===== config.mk =====
export PLATFORM = sky130hd
export DESIGN_NAME = deser_queue_flat
export DESIGN_NICKNAME = d
export VERILOG_FILES = /design/src/rtl/deser_queue_if.sv /design/src/rtl/deser_queue.sv /design/src/flat_wrapper.sv
export SDC_FILE = /design/constraint.sdc
export NUM_CORES = 1
export LEC_CHECK = 0
export ABC_CLOCK_PERIOD_IN_PS = 4050
export CORE_ASPECT_RATIO = 0.75
export CORE_MARGIN = 4
export CORE_UTILIZATION = 40
export CTS_CLUSTER_DIAMETER = 80
export DETAILED_ROUTE_END_ITERATION = 8
export SYNTH_ARGS = -nofsm -noshare
export SYNTH_HDL_FRONTEND = slang
export SYNTH_SLANG_ARGS = --single-unit

===== constraint.sdc =====
create_clock -name clock -period 4.05 [get_ports clock]
set_clock_uncertainty 0.1 [all_clocks]
set_input_delay 1.0125 -clock clock [delete_from_list [all_inputs] [get_ports clock]]
set_output_delay 1.0125 -clock clock [all_outputs]
set_load 0.02 [all_outputs]

===== src/rtl/deser_queue_if.sv =====
// Bus bundle for deser_queue: serial bit input, pop request and queue status/outputs.
interface deser_queue_if #(
  parameter int unsigned DATA_WIDTH = 8,
  parameter int unsigned DEPTH      = 8
);
  logic                    data_in;
  logic                    write_in;
  logic                    status_out;
  logic                    dequeue_in;
  logic [DATA_WIDTH-1:0]   data_out;
  logic [$clog2(DEPTH):0]  len_out;
  logic                    underflow_out;
  logic                    parity_err_out;

  modport master (
    output data_in, write_in, dequeue_in,
    input  status_out, data_out, len_out, underflow_out, parity_err_out
  );

  modport slave (
    input  data_in, write_in, dequeue_in,
    output status_out, data_out, len_out, underflow_out, parity_err_out
  );
endinterface


===== src/rtl/deser_queue.sv =====
// Serial-to-parallel deserializer feeding a word FIFO with edge-detected strobes.
// Optional even-parity bit per word enabled by macro DESER_QUEUE_PARITY_EN.
module deser_queue #(
  parameter int unsigned DATA_WIDTH = 8,
  parameter int unsigned DEPTH      = 8,
  parameter int unsigned LSB_FIRST  = 1
) (
  input logic         clock,
  input logic         reset,
  deser_queue_if.slave bus
);
  localparam int unsigned AW = $clog2(DEPTH);
  localparam int unsigned LW = AW + 1;
  localparam int unsigned CW = $clog2(DATA_WIDTH + 1);
`ifdef DESER_QUEUE_PARITY_EN
  localparam int unsigned LastBit = DATA_WIDTH;
`else
  localparam int unsigned LastBit = DATA_WIDTH - 1;
`endif

  logic                  write_prev_q, deq_prev_q;
  logic [CW-1:0]         bit_cnt_q, bit_cnt_d;
  logic [DATA_WIDTH-1:0] sreg_q, sreg_d;
  logic [AW-1:0]         wr_ptr_q, rd_ptr_q;
  logic [LW-1:0]         len_q, len_d;
  logic                  status_q;
  logic [DATA_WIDTH-1:0] data_q;
  logic                  underflow_q, parity_err_q;
  logic [DATA_WIDTH-1:0] mem [DEPTH];

  logic                  write_edge, deq_edge, accept, last_bit, push, pop, par_fail;
  logic [CW-1:0]         bit_pos;
  logic [DATA_WIDTH-1:0] word;

  always_comb begin
    write_edge = bus.write_in & ~write_prev_q;
    deq_edge   = bus.dequeue_in & ~deq_prev_q;
    accept     = write_edge & status_q;
    last_bit   = (bit_cnt_q == CW'(LastBit));
    bit_pos    = (LSB_FIRST != 0) ? bit_cnt_q : (CW'(DATA_WIDTH - 1) - bit_cnt_q);

    // Word as it stands including the bit accepted this cycle.
    word = sreg_q;
    if (accept && (bit_cnt_q < CW'(DATA_WIDTH))) begin
      for (int i = 0; i < int'(DATA_WIDTH); i++) begin
        if (bit_pos == CW'(i)) word[i] = bus.data_in;
      end
    end

`ifdef DESER_QUEUE_PARITY_EN
    par_fail = ^{sreg_q, bus.data_in};
`else
    par_fail = 1'b0;
`endif

    push = accept & last_bit & ~par_fail;
    pop  = deq_edge & (len_q != '0);

    unique case ({push, pop})
      2'b10:   len_d = len_q + LW'(1);
      2'b01:   len_d = len_q - LW'(1);
      default: len_d = len_q;
    endcase

    bit_cnt_d = bit_cnt_q;
    sreg_d    = sreg_q;
    if (accept) begin
      if (last_bit) begin
        bit_cnt_d = '0;
        sreg_d    = '0;
      end else begin
        bit_cnt_d = bit_cnt_q + CW'(1);
        sreg_d    = word;
      end
    end
  end

  always_ff @(posedge clock or posedge reset) begin
    if (reset) begin
      write_prev_q <= 1'b1;
      deq_prev_q   <= 1'b1;
      bit_cnt_q    <= '0;
      sreg_q       <= '0;
      wr_ptr_q     <= '0;
      rd_ptr_q     <= '0;
      len_q        <= '0;
      status_q     <= 1'b0;
      data_q       <= '0;
      underflow_q  <= 1'b0;
      parity_err_q <= 1'b0;
    end else begin
      write_prev_q <= bus.write_in;
      deq_prev_q   <= bus.dequeue_in;
      bit_cnt_q    <= bit_cnt_d;
      sreg_q       <= sreg_d;
      len_q        <= len_d;
      status_q     <= (len_d != LW'(DEPTH));
      underflow_q  <= deq_edge & (len_q == '0);
      parity_err_q <= accept & last_bit & par_fail;
      if (push) wr_ptr_q <= wr_ptr_q + AW'(1);
      if (pop) begin
        rd_ptr_q <= rd_ptr_q + AW'(1);
        data_q   <= mem[rd_ptr_q];
      end
    end
  end

  always_ff @(posedge clock) begin
    if (push) mem[wr_ptr_q] <= word;
  end

  assign bus.status_out     = status_q;
  assign bus.data_out       = data_q;
  assign bus.len_out        = len_q;
  assign bus.underflow_out  = underflow_q;
  assign bus.parity_err_out = parity_err_q;
endmodule


===== src/flat_wrapper.sv =====
// flat-port wrapper written by rule: the top's interface ports become plain ports
module deser_queue_flat 
#(
  parameter int unsigned DATA_WIDTH = 8,
  parameter int unsigned DEPTH      = 8,
  parameter int unsigned LSB_FIRST  = 1
)
  (clock, reset, bus_data_in, bus_write_in, bus_dequeue_in, bus_status_out, bus_data_out, bus_len_out, bus_underflow_out, bus_parity_err_out);
  deser_queue_if #(.DATA_WIDTH(DATA_WIDTH), .DEPTH(DEPTH)) bus_i ();
  input logic clock;
  input logic reset;
  input wire logic [$bits(bus_i.data_in)-1:0] bus_data_in;
  input wire logic [$bits(bus_i.write_in)-1:0] bus_write_in;
  input wire logic [$bits(bus_i.dequeue_in)-1:0] bus_dequeue_in;
  output wire logic [$bits(bus_i.status_out)-1:0] bus_status_out;
  output wire logic [$bits(bus_i.data_out)-1:0] bus_data_out;
  output wire logic [$bits(bus_i.len_out)-1:0] bus_len_out;
  output wire logic [$bits(bus_i.underflow_out)-1:0] bus_underflow_out;
  output wire logic [$bits(bus_i.parity_err_out)-1:0] bus_parity_err_out;
  assign bus_i.data_in = bus_data_in;
  assign bus_i.write_in = bus_write_in;
  assign bus_i.dequeue_in = bus_dequeue_in;
  assign bus_status_out = bus_i.status_out;
  assign bus_data_out = bus_i.data_out;
  assign bus_len_out = bus_i.len_out;
  assign bus_underflow_out = bus_i.underflow_out;
  assign bus_parity_err_out = bus_i.parity_err_out;
  deser_queue #(.DATA_WIDTH(DATA_WIDTH), .DEPTH(DEPTH), .LSB_FIRST(LSB_FIRST)) u_core (.clock(clock), .reset(reset), .bus(bus_i));
endmodule

After elaboration in Yosys (flattened, before gate mapping):

Memory sizes are Yosys's and may differ from the RTL's. A register that Yosys moved wholly into a read port is not among the register bits.
Index checks and enable logic that the tools add are counted.

* register bits after elaboration: 26
* memory bits (writable): 64
* output and inout bits: 15
* word-level logic and storage cells: 52
* memories kept: 1

* add/sub/neg operators: 5
* $lt $le $gt $ge: 1
* eq/ne operators: 10
* mux-type cells: 14
* bitwise logic cells: 8
* reductions and logical operators: 4

Memories
* u_core.mem: depth 8, width 8, rd ports 1, clocked after memory_dff 1, wr ports 1, line deser_queue.sv:29 `logic [DATA_WIDTH-1:0] mem [DEPTH];`

Operator list (number)
* equality test 4 x 3 -> 1 bit (second input constant): 4
* 2-to-1 mux 8 bit: 2
* 2-to-1 mux 1 bit: 10
* adder 4 x 1 -> 4 bit (second input constant): 2
* equality test 4 x 2 -> 1 bit (second input constant): 2
* zero test 4 bit: 2
* case mux 4 bit (2 select lines): 1
* adder 3 x 1 -> 3 bit (second input constant): 2
* AND 1 bit: 6
* equality test 4 x 1 -> 1 bit (second input constant): 1
* < comparator 4 bit (second input constant): 1
* 2-to-1 mux 4 bit: 1
* inequality test 4 bit (second input constant): 1
* nonzero test 4 bit: 1
* subtractor 4 x 1 -> 4 bit (second input constant): 1
* equality test 2 x 1 -> 1 bit (second input constant): 1
* equality test 2 bit (second input constant): 1
* inverter 1 bit: 2
* logical AND 1 bit: 1

Depth between registers and ports, before layout:

Gate-level depths: netlist (run 1).

* word-level depth: 7
* depth in mapped cells: 10

Worst setup path before layout (run 1):

OpenSTA, ideal clock, no wires.

* kind: input port to flip-flop
* from: input port bus_write_in
* to: memory u_core.mem[0][0], enable pin
* library setup time: 0.395 ns
* arrival time: 2.406 ns
* required time: 3.555 ns
* slack: 1.150 ns
* stages on the path: 4
* path buffers: 0
* cells stage by stage: nand3b_1 -> nor2_1 -> inv_2 -> nor4_1

* cells in the longest elaborated chain, start to end: 5

Ends and longest elaborated chain
* from (decl): line flat_wrapper.sv:13 `input wire logic [$bits(bus_i.write_in)-1:0] bus_write_in;`
* AND 1 bit: line deser_queue.sv:36 `write_edge = bus.write_in & ~write_prev_q;`
* AND 1 bit: line deser_queue.sv:38 `accept = write_edge & status_q;`
* AND 1 bit: line deser_queue.sv:56 `push = accept & last_bit & ~par_fail;`
* 2-to-1 mux 1 bit: line deser_queue.sv:109 `if (push) mem[wr_ptr_q] <= word;`
* 2-to-1 mux 1 bit (implied by the code): line deser_queue.sv:109
* to (decl): line deser_queue.sv:29

No other way between the ends.

Worst setup path in the final report (run 1):

* from: input port bus_write_in
* to: register u_core.status_q, in the netlist u_core.bus.status_out

* cells in the longest elaborated chain, start to end: 6
* elaborated cells on any way between the ends: 7
* classes of those cells: eq/ne (3); mux (1); bitwise (3)

Ends and longest elaborated chain
* AND 1 bit (*): line deser_queue.sv:36
* AND 1 bit (*): line deser_queue.sv:38
* AND 1 bit (*): line deser_queue.sv:56
* equality test 2 x 1 -> 1 bit / equality test 2 bit (equally long branches): line deser_queue.sv:59 `unique case ({push, pop})`
* case mux 4 bit (2 select lines) (*): line deser_queue.sv:59
* named net u_core.len_d[2]: line deser_queue.sv:25 `logic [LW-1:0] len_q, len_d;`
* inequality test 4 bit (*): line deser_queue.sv:97 `status_q <= (len_d != LW'(DEPTH));`
* to (signal assigned): line deser_queue.sv:97
* to (decl): line deser_queue.sv:26 `logic status_q;`

The timed path passes the listed nets; every way through them passes the cells marked *.
A chain may end at the register's enable or synchronous reset.

==> flow_summary_export.csv, run 1 <==
group,metric,value,unit
status,status,"finished clean",
setup_path,cp_max_fo,11,
routing,wl_met1,3.804,mm
finish,fillers,818,
routing,wl_per_cell,17.83,um
routing,detail_route.iter0.violations,172,
routing,wl,7.864,mm
clock_tree,root_buffer,"clkbuf_16",
setup_path,worstPathRequired,4.17,ns
routing,vias,2317,
setup_path,worstPathArrival,3.20,ns
finish,drive_gt1_share,17.48,%
synth,syn-num-nets,286,
timing,tightest_slew,0.8895,ns
synth,ys.flop_type,"edfxtp_1",
finish,final_util,49.13,%
placement,place.detailed.hpwl,5.146,mm
floorplan,dieHeight,95.60,um
clock_tree,clk_latency,0.34,ns
floorplan,ios,20,
timing,fmax,0.3247,GHz
timing,finalHoldViolCount,0,
floorplan,placementRows,31,
routing,wl_met3,419,um
clock_tree,postCtsResizedCells,0,
power_and_ir_drop,powerDensity,690.2,mW/mm2
finish,diodes,0,
setup_path,cp_slowest_cell,"clkdlybuf4s50_1",
floorplan,dieArea,0.01193,mm2
placement,placed_area,0.004492,mm2
synth,syn_inst,273,
setup_path,worst-path-buf-inv,1,
global_routing,grt_max_degree,35,
finish,multiInputGateArea,0.001240,mm2
routing,ant_nets,0,
floorplan,initial_core_util,41.71,%
finish,seq_area,0.002775,mm2
clock_tree,cts.clk_slew.worst_paths,0.07,ns
timing,tns,0,ns
power_and_ir_drop,vdd_ir_drop_max,0.0002923,V
timing,holdWs,0.3897,ns
clock_tree,cts_tree,"done",
timing,fin_crit_sh,76.05,%
power_and_ir_drop,fin_total_pwr,3.327,mW
synth,yosys.cell_types.count,37,
synth,synth-seq-cells,98,
global_routing,grt_overflow,0,
setup_path,worst_setup_path_start_kind,"input pin",
setup_path,crit_chain,"clkdlybuf4s50_1 > and3b_1 > a211o_2 > xnor2_1 > ha_1 > a21oi_1 > nor2b_1 > mux2i_1 > xnor2_1 > nand3b_1",
timing,max_slew_margin,40.70,%
synth,async_reset_ff_share,34.69,%
floorplan,die_w,124.8,um
timing,slew_violations,0,
job,drv_cap,0,
routing,vias_per_cell,5.254,
finish,num-nets-final,317,
floorplan,core_area,0.009813,mm2
placement,gp_congestion,0.7751,
synth,yosys_warnings,0,
global_routing,grt_pass1_vias,2262,
min_path,holdCritPathClass,"reg2reg",
routing,dr_wl_met2,3.571,mm
global_routing,antenna_found_initial,0,
routing,highest_layer,"met4",
clock_tree,postCtsSetupBuffers,0,
placement,port_buffers,18,
clock_tree,cts_buffers,9,
finish,fin_cells,441,
synth,synth_edf_count,64,
clock_tree,htreeDepth,3,
global_routing,grt_usage,14.22,%
timing,fin_ws,0.9700,ns
routing,post-route-drc-count,0,
clock_tree,clock_sinks,98,
synth,syn_area,0.004093,mm2
setup_path,path_common_cell,"xnor2_1",
timing,setup_violations,0,
placement,dp_slack,0.6167,ns
clock_tree,cts_max_path_buffers,2,
synth,ys_seq_area_share,67.81,%
global_routing,grt_pass1_wl,12.57,mm
finish,syn_to_final_growth,17.79,%
clock_tree,holdBufCountCts,0,
setup_path,setup.worst_path.class,"in2reg",
setup_path,crit_path_max_incr_delay,0.44,ns
routing,first_pass_iters,4,
setup_path,endpoint_kind,"flop",
synth,post_synth.cell_area_avg,14.99,um2
power_and_ir_drop,p_leak,1.817,nW
setup_path,crit_family,"simple AND/OR/NAND/NOR gates",
placement,dpl.cell_count,425,
timing,rsz0062_at_grt,"no",
timing,fin_crit,3.080,ns
finish,fin_area,0.004821,mm2
-- where the power goes --
| part | switching [mW] | internal [mW] | leakage [nW] |
|---|---|---|---|
| logic | 0.430 | 0.473 | 0.661 |
| registers | 0.240 | 1.27 | 1.01 |
| clock network | 0.354 | 0.557 | 0.147 |
| total | 1.02 | 2.30 | 1.82 |
-- layer usage --
layer,GRT usage [%],vias to the layer above
met1,20.15,1170
met3,4.591,9
met2,21.54,59
met4,3.285,0
met5,0,-
li1,-,1079
-- cell usage after synthesis (2+ instances only) --
library cell,n,share of area (%)
mux2_2,2,0.55
dfrtp_1,32,20
a21oi_1,14,1.7
buf_1,2,0.18
nand3b_1,3,0.55
o21ai_0,12,1.5
nand2b_1,3,0.46
buf_2,3,0.37
a22o_1,4,0.86
nand4_1,3,0.46
nor3_1,4,0.49
nor2_1,19,1.7
buf_4,3,0.55
inv_1,4,0.37
ha_1,8,2.4
nand2_1,28,2.6
and3b_1,3,0.64
nor3b_1,3,0.55
nand3_1,5,0.61
xor2_1,2,0.43
mux4_2,16,8.8
xnor2_1,8,1.7
clkbuf_1,4,0.37
dfstp_2,2,1.3
mux2i_1,10,2.4
nor4_1,2,0.31
edfxtp_1,64,47
-- layout by cell type, fill, tap and decap left out, drive strengths merged, types with 4 or more instances in the layout --
cell	netlist	layout
clkdlybuf4s50	0	18
buf	8	15
nand3	5	5
a22o	4	4
mux2i	10	10
xnor2	8	8
ha	8	8
inv	5	5
nand2	28	28
clkbuf	5	10
o21ai	12	12
clkinvlp	0	4
edfxtp	64	64
mux4	16	16
dfrtp	32	32
nor3	4	4
nor2	19	19
a21oi	14	14
-- cell families after synthesis --
logic type	count (synthesis)	share of synthesized area (%)
compound gates	34	4.831
xor+xnor	10	2.140
fa+ha+maj	8	2.446
buf+inv	18	2.048
flops	98	67.81
mux	28	11.80
other cells	1	0.09163
simple gates	76	8.836
-- registers in the layout (all words and copies together), names as in the netlist --
signal                    flops
u_core.mem                   64
u_core.wr_ptr_q               3
u_core.bus.status_out         1
u_core.sreg_q                 8
u_core.rd_ptr_q               3
u_core.deq_prev_q             1
u_core.write_prev_q           1
u_core.bit_cnt_q              4
u_core.bus.data_out           8
u_core.bus.underflow_out      1
u_core.bus.len_out            4
-- final cells by class --
cell class / instances / area share, %
clock inverters: 6 / 1.869
repair buffers: 33 / 6.073
flip-flops and latches: 98 / 57.57
well taps: 132 / 3.426
clock buffers: 10 / 4.957
inverters: 5 / 0.3893
multi-input cells: 157 / 25.72
-- final timing paths --
check	start	endpoint	slack [ns]	depth (start not counted)
max reg2reg	u_core.bit_cnt_q[0]$_DFFE_PP0P_	u_core.bus.status_out$_DFF_PP0_	1.44	10
max in group asynchronous	reset	u_core.write_prev_q$_DFF_PP1_	2.51	3
min reg2reg	u_core.sreg_q[7]$_DFFE_PP0P_	u_core.sreg_q[7]$_DFFE_PP0P_	0.39	1
min in group asynchronous	reset	u_core.bus.len_out[1]$_DFF_PP0_	0.99	3
min	u_core.sreg_q[7]$_DFFE_PP0P_	u_core.sreg_q[7]$_DFFE_PP0P_	0.39	1
max	bus_write_in	u_core.bus.status_out$_DFF_PP0_	0.97	10
Power figures use the tool's default switching activity.
==> run 2: changes to the inputs <==
--- a/config.mk
+++ b/config.mk
@@ -5,7 +5,7 @@
 export SDC_FILE = /design/constraint.sdc
 export NUM_CORES = 1
 export LEC_CHECK = 0
-export ABC_CLOCK_PERIOD_IN_PS = 4050
+export ABC_CLOCK_PERIOD_IN_PS = 2900
 export CORE_ASPECT_RATIO = 0.75
 export CORE_MARGIN = 4
 export CORE_UTILIZATION = 40
==> constraint.sdc (replaced) <==
create_clock -name clock -period 2.9 [get_ports clock]
set_clock_uncertainty 0.1 [all_clocks]
set_input_delay 0.725 -clock clock [delete_from_list [all_inputs] [get_ports clock]]
set_output_delay 0.725 -clock clock [all_outputs]
set_load 0.02 [all_outputs]
==> run 2 against run 1 <==
Compared with the run above: via count up 0.78%; power up 35%; non-clock buffer count up 11; clock-buffer cell count up 4; cell area grew 0.65%; sequential cell count unchanged; worst setup slack worse by 0.67 ns; first-iteration DRC count grew 18%; hold slack worse by 0.0048 ns; critical path depth down 4; register-to-register slack lost 1.1 ns; sequential power is 37% higher; largest power group unchanged; highest routed layer unchanged.
==> flow_summary_export.csv, run 2 (same netlist as run 1, synthesis figures left out) <==
group,metric,value,unit
global_routing,grt_max_degree,35,
placement,place.detailed.hpwl,5.433,mm
floorplan,placementRows,31,
global_routing,antenna_found_initial,0,
finish,drive_gt1_share,19.06,%
timing,holdWs,0.3849,ns
global_routing,grt_pass1_vias,2395,
placement,port_buffers,18,
placement,placed_area,0.004574,mm2
status,status,"finished clean",
finish,seq_area,0.002775,mm2
clock_tree,cts_max_path_buffers,2,
timing,fmax,0.3839,GHz
setup_path,cp_max_fo,8,
setup_path,setup.worst_path.class,"in2reg",
finish,fin_area,0.004852,mm2
floorplan,ios,20,
timing,finalHoldViolCount,0,
setup_path,timing.rr.start,"u_core.bit_cnt_q[0]$_DFFE_PP0P_",
power_and_ir_drop,p_leak,1.857,nW
finish,regMostFlops,"u_core.mem",
routing,first_pass_iters,5,
global_routing,grt_overflow,0,
timing,slew_violations,0,
setup_path,worstPathRequired,2.81,ns
clock_tree,htreeDepth,3,
setup_path,reg2reg_depth,10,
timing,max_slew_margin,39.52,%
finish,final_common_cell,"edfxtp_1",
timing,setup_violations,0,
global_routing,grt_usage,15.06,%
finish,fin_cells,452,
timing,tightest_slew,0.9072,ns
clock_tree,holdBufCountCts,0,
clock_tree,postCtsResizedCells,0,
finish,multiInputGateArea,0.001240,mm2
setup_path,critPathCapture,"u_core.mem[4][6]$_DFFE_PP_",
routing,ant_nets,0,
timing,fin_crit,2.605,ns
clock_tree,root_buffer,"clkbuf_16",
job,drv_cap,0,
routing,post-route-drc-count,0,
setup_path,worstPathArrival,2.52,ns
clock_tree,clock_sinks,98,
routing,vias_per_cell,5.166,
finish,final_util,49.45,%
finish,diodes,0,
routing,vias,2335,
min_path,holdCritPathClass,"reg2reg",
routing,wl,8.109,mm
floorplan,die_w,124.8,um
power_and_ir_drop,vdd_ir_drop_max,0.0004485,V
global_routing,grt_pass1_wl,13.41,mm
clock_tree,cts_tree,"done",
placement,dpl.cell_count,436,
placement,gp_congestion,0.7745,
floorplan,dieArea,0.01193,mm2
clock_tree,postCtsSetupBuffers,0,
timing,rsz0062_at_grt,"no",
finish,most-common-layout-cells,"edfxtp_1 (64), dfrtp_1 (32), nand2_1 (28)",
setup_path,endpoint_kind,"flop",
power_and_ir_drop,powerDensity,925.8,mW/mm2
routing,wl_per_cell,17.94,um
clock_tree,cts_buffers,9,
finish,fillers,823,
setup_path,reg2reg_setup_slack,0.36,ns
routing,detail_route.iter0.violations,203,
clock_tree,cts.clk_slew.worst_paths,0.06,ns
setup_path,startpoint,"bus_write_in",
floorplan,core_area,0.009813,mm2
finish,num-nets-final,328,
finish,largest_reg_flops,64,
floorplan,initial_core_util,41.71,%
setup_path,rr_endpoint,"u_core.bus.status_out$_DFF_PP0_",
setup_path,worst_setup_path_start_kind,"input pin",
clock_tree,clk_latency,0.34,ns
timing,fin_crit_sh,89.83,%
finish,syn_to_final_growth,18.56,%
floorplan,dieHeight,95.60,um
## run 2: cell types whose count changed in the layout (fill, tap and decap cells not counted), sizes merged
cell | previous run | this run
buf | 15 | 26
clkbuf | 10 | 14
clkinvlp | 4 | 1
bufinv | 2 | 0
clkinv | 0 | 1
## run 2: worst max-delay path, cell delays in order
cell and delay, ns:
clkdlybuf4s50_1 0.50, nand3b_1 0.14, nor3b_1 0.22, buf_4 0.17, nand2_1 0.06, o21ai_0 0.69
## run 2: area by class of cell
type | instances | share of cell area (%)
multi-input cells | 157 | 25.55
flip-flops and latches | 98 | 57.19
clock inverters | 2 | 0.2579
clock buffers | 14 | 5.467
repair buffers | 44 | 7.736
inverters | 5 | 0.3868
well taps | 132 | 3.404
## run 2: how the worst min path moves through the flow
stage                                   end  slack (ns)                          from  depth (start not counted)
2_1_floorplan  u_core.sreg_q[7]$_DFFE_PP0P_        0.35  u_core.sreg_q[7]$_DFFE_PP0P_                          1
3_3_place_gp   u_core.sreg_q[7]$_DFFE_PP0P_        0.37  u_core.sreg_q[7]$_DFFE_PP0P_                          1
3_5_place_dp   u_core.sreg_q[7]$_DFFE_PP0P_        0.37  u_core.sreg_q[7]$_DFFE_PP0P_                          1
4_1_cts        u_core.sreg_q[7]$_DFFE_PP0P_        0.38  u_core.sreg_q[7]$_DFFE_PP0P_                          1
5_1_grt        u_core.sreg_q[5]$_DFFE_PP0P_        0.43  u_core.sreg_q[5]$_DFFE_PP0P_                          1
6_report       u_core.sreg_q[7]$_DFFE_PP0P_        0.38  u_core.sreg_q[7]$_DFFE_PP0P_                          1
## run 2: report_power, final
group / leakage [nW] / switching [mW] / internal (mW) / total (mW)
Clock: 0.132 / 0.480 / 0.634 / 1.11
Combinational: 0.716 / 0.660 / 0.653 / 1.31
Sequential: 1.01 / 0.283 / 1.78 / 2.07
## run 2: routing by layer
layer | part of all wire (%) | global-route usage [%]
met1 | 49 | 21.44
met2 | 45 | 22.44
met3 | 5.2 | 5.767
met4 | 0.63 | 2.555
met5 | 0 | 0
## run 2: through the flow
stage                     setup WS [ns]  TNS [ns]  power (mW)
after global routing            0.07212         0       4.770
after global placement          0.02956         0       3.381
after CTS                        0.2845         0       4.536
after floorplan                  0.2873         0       2.959
after detailed placement       -0.05916   -0.4728       3.417
final                            0.2950         0       4.492
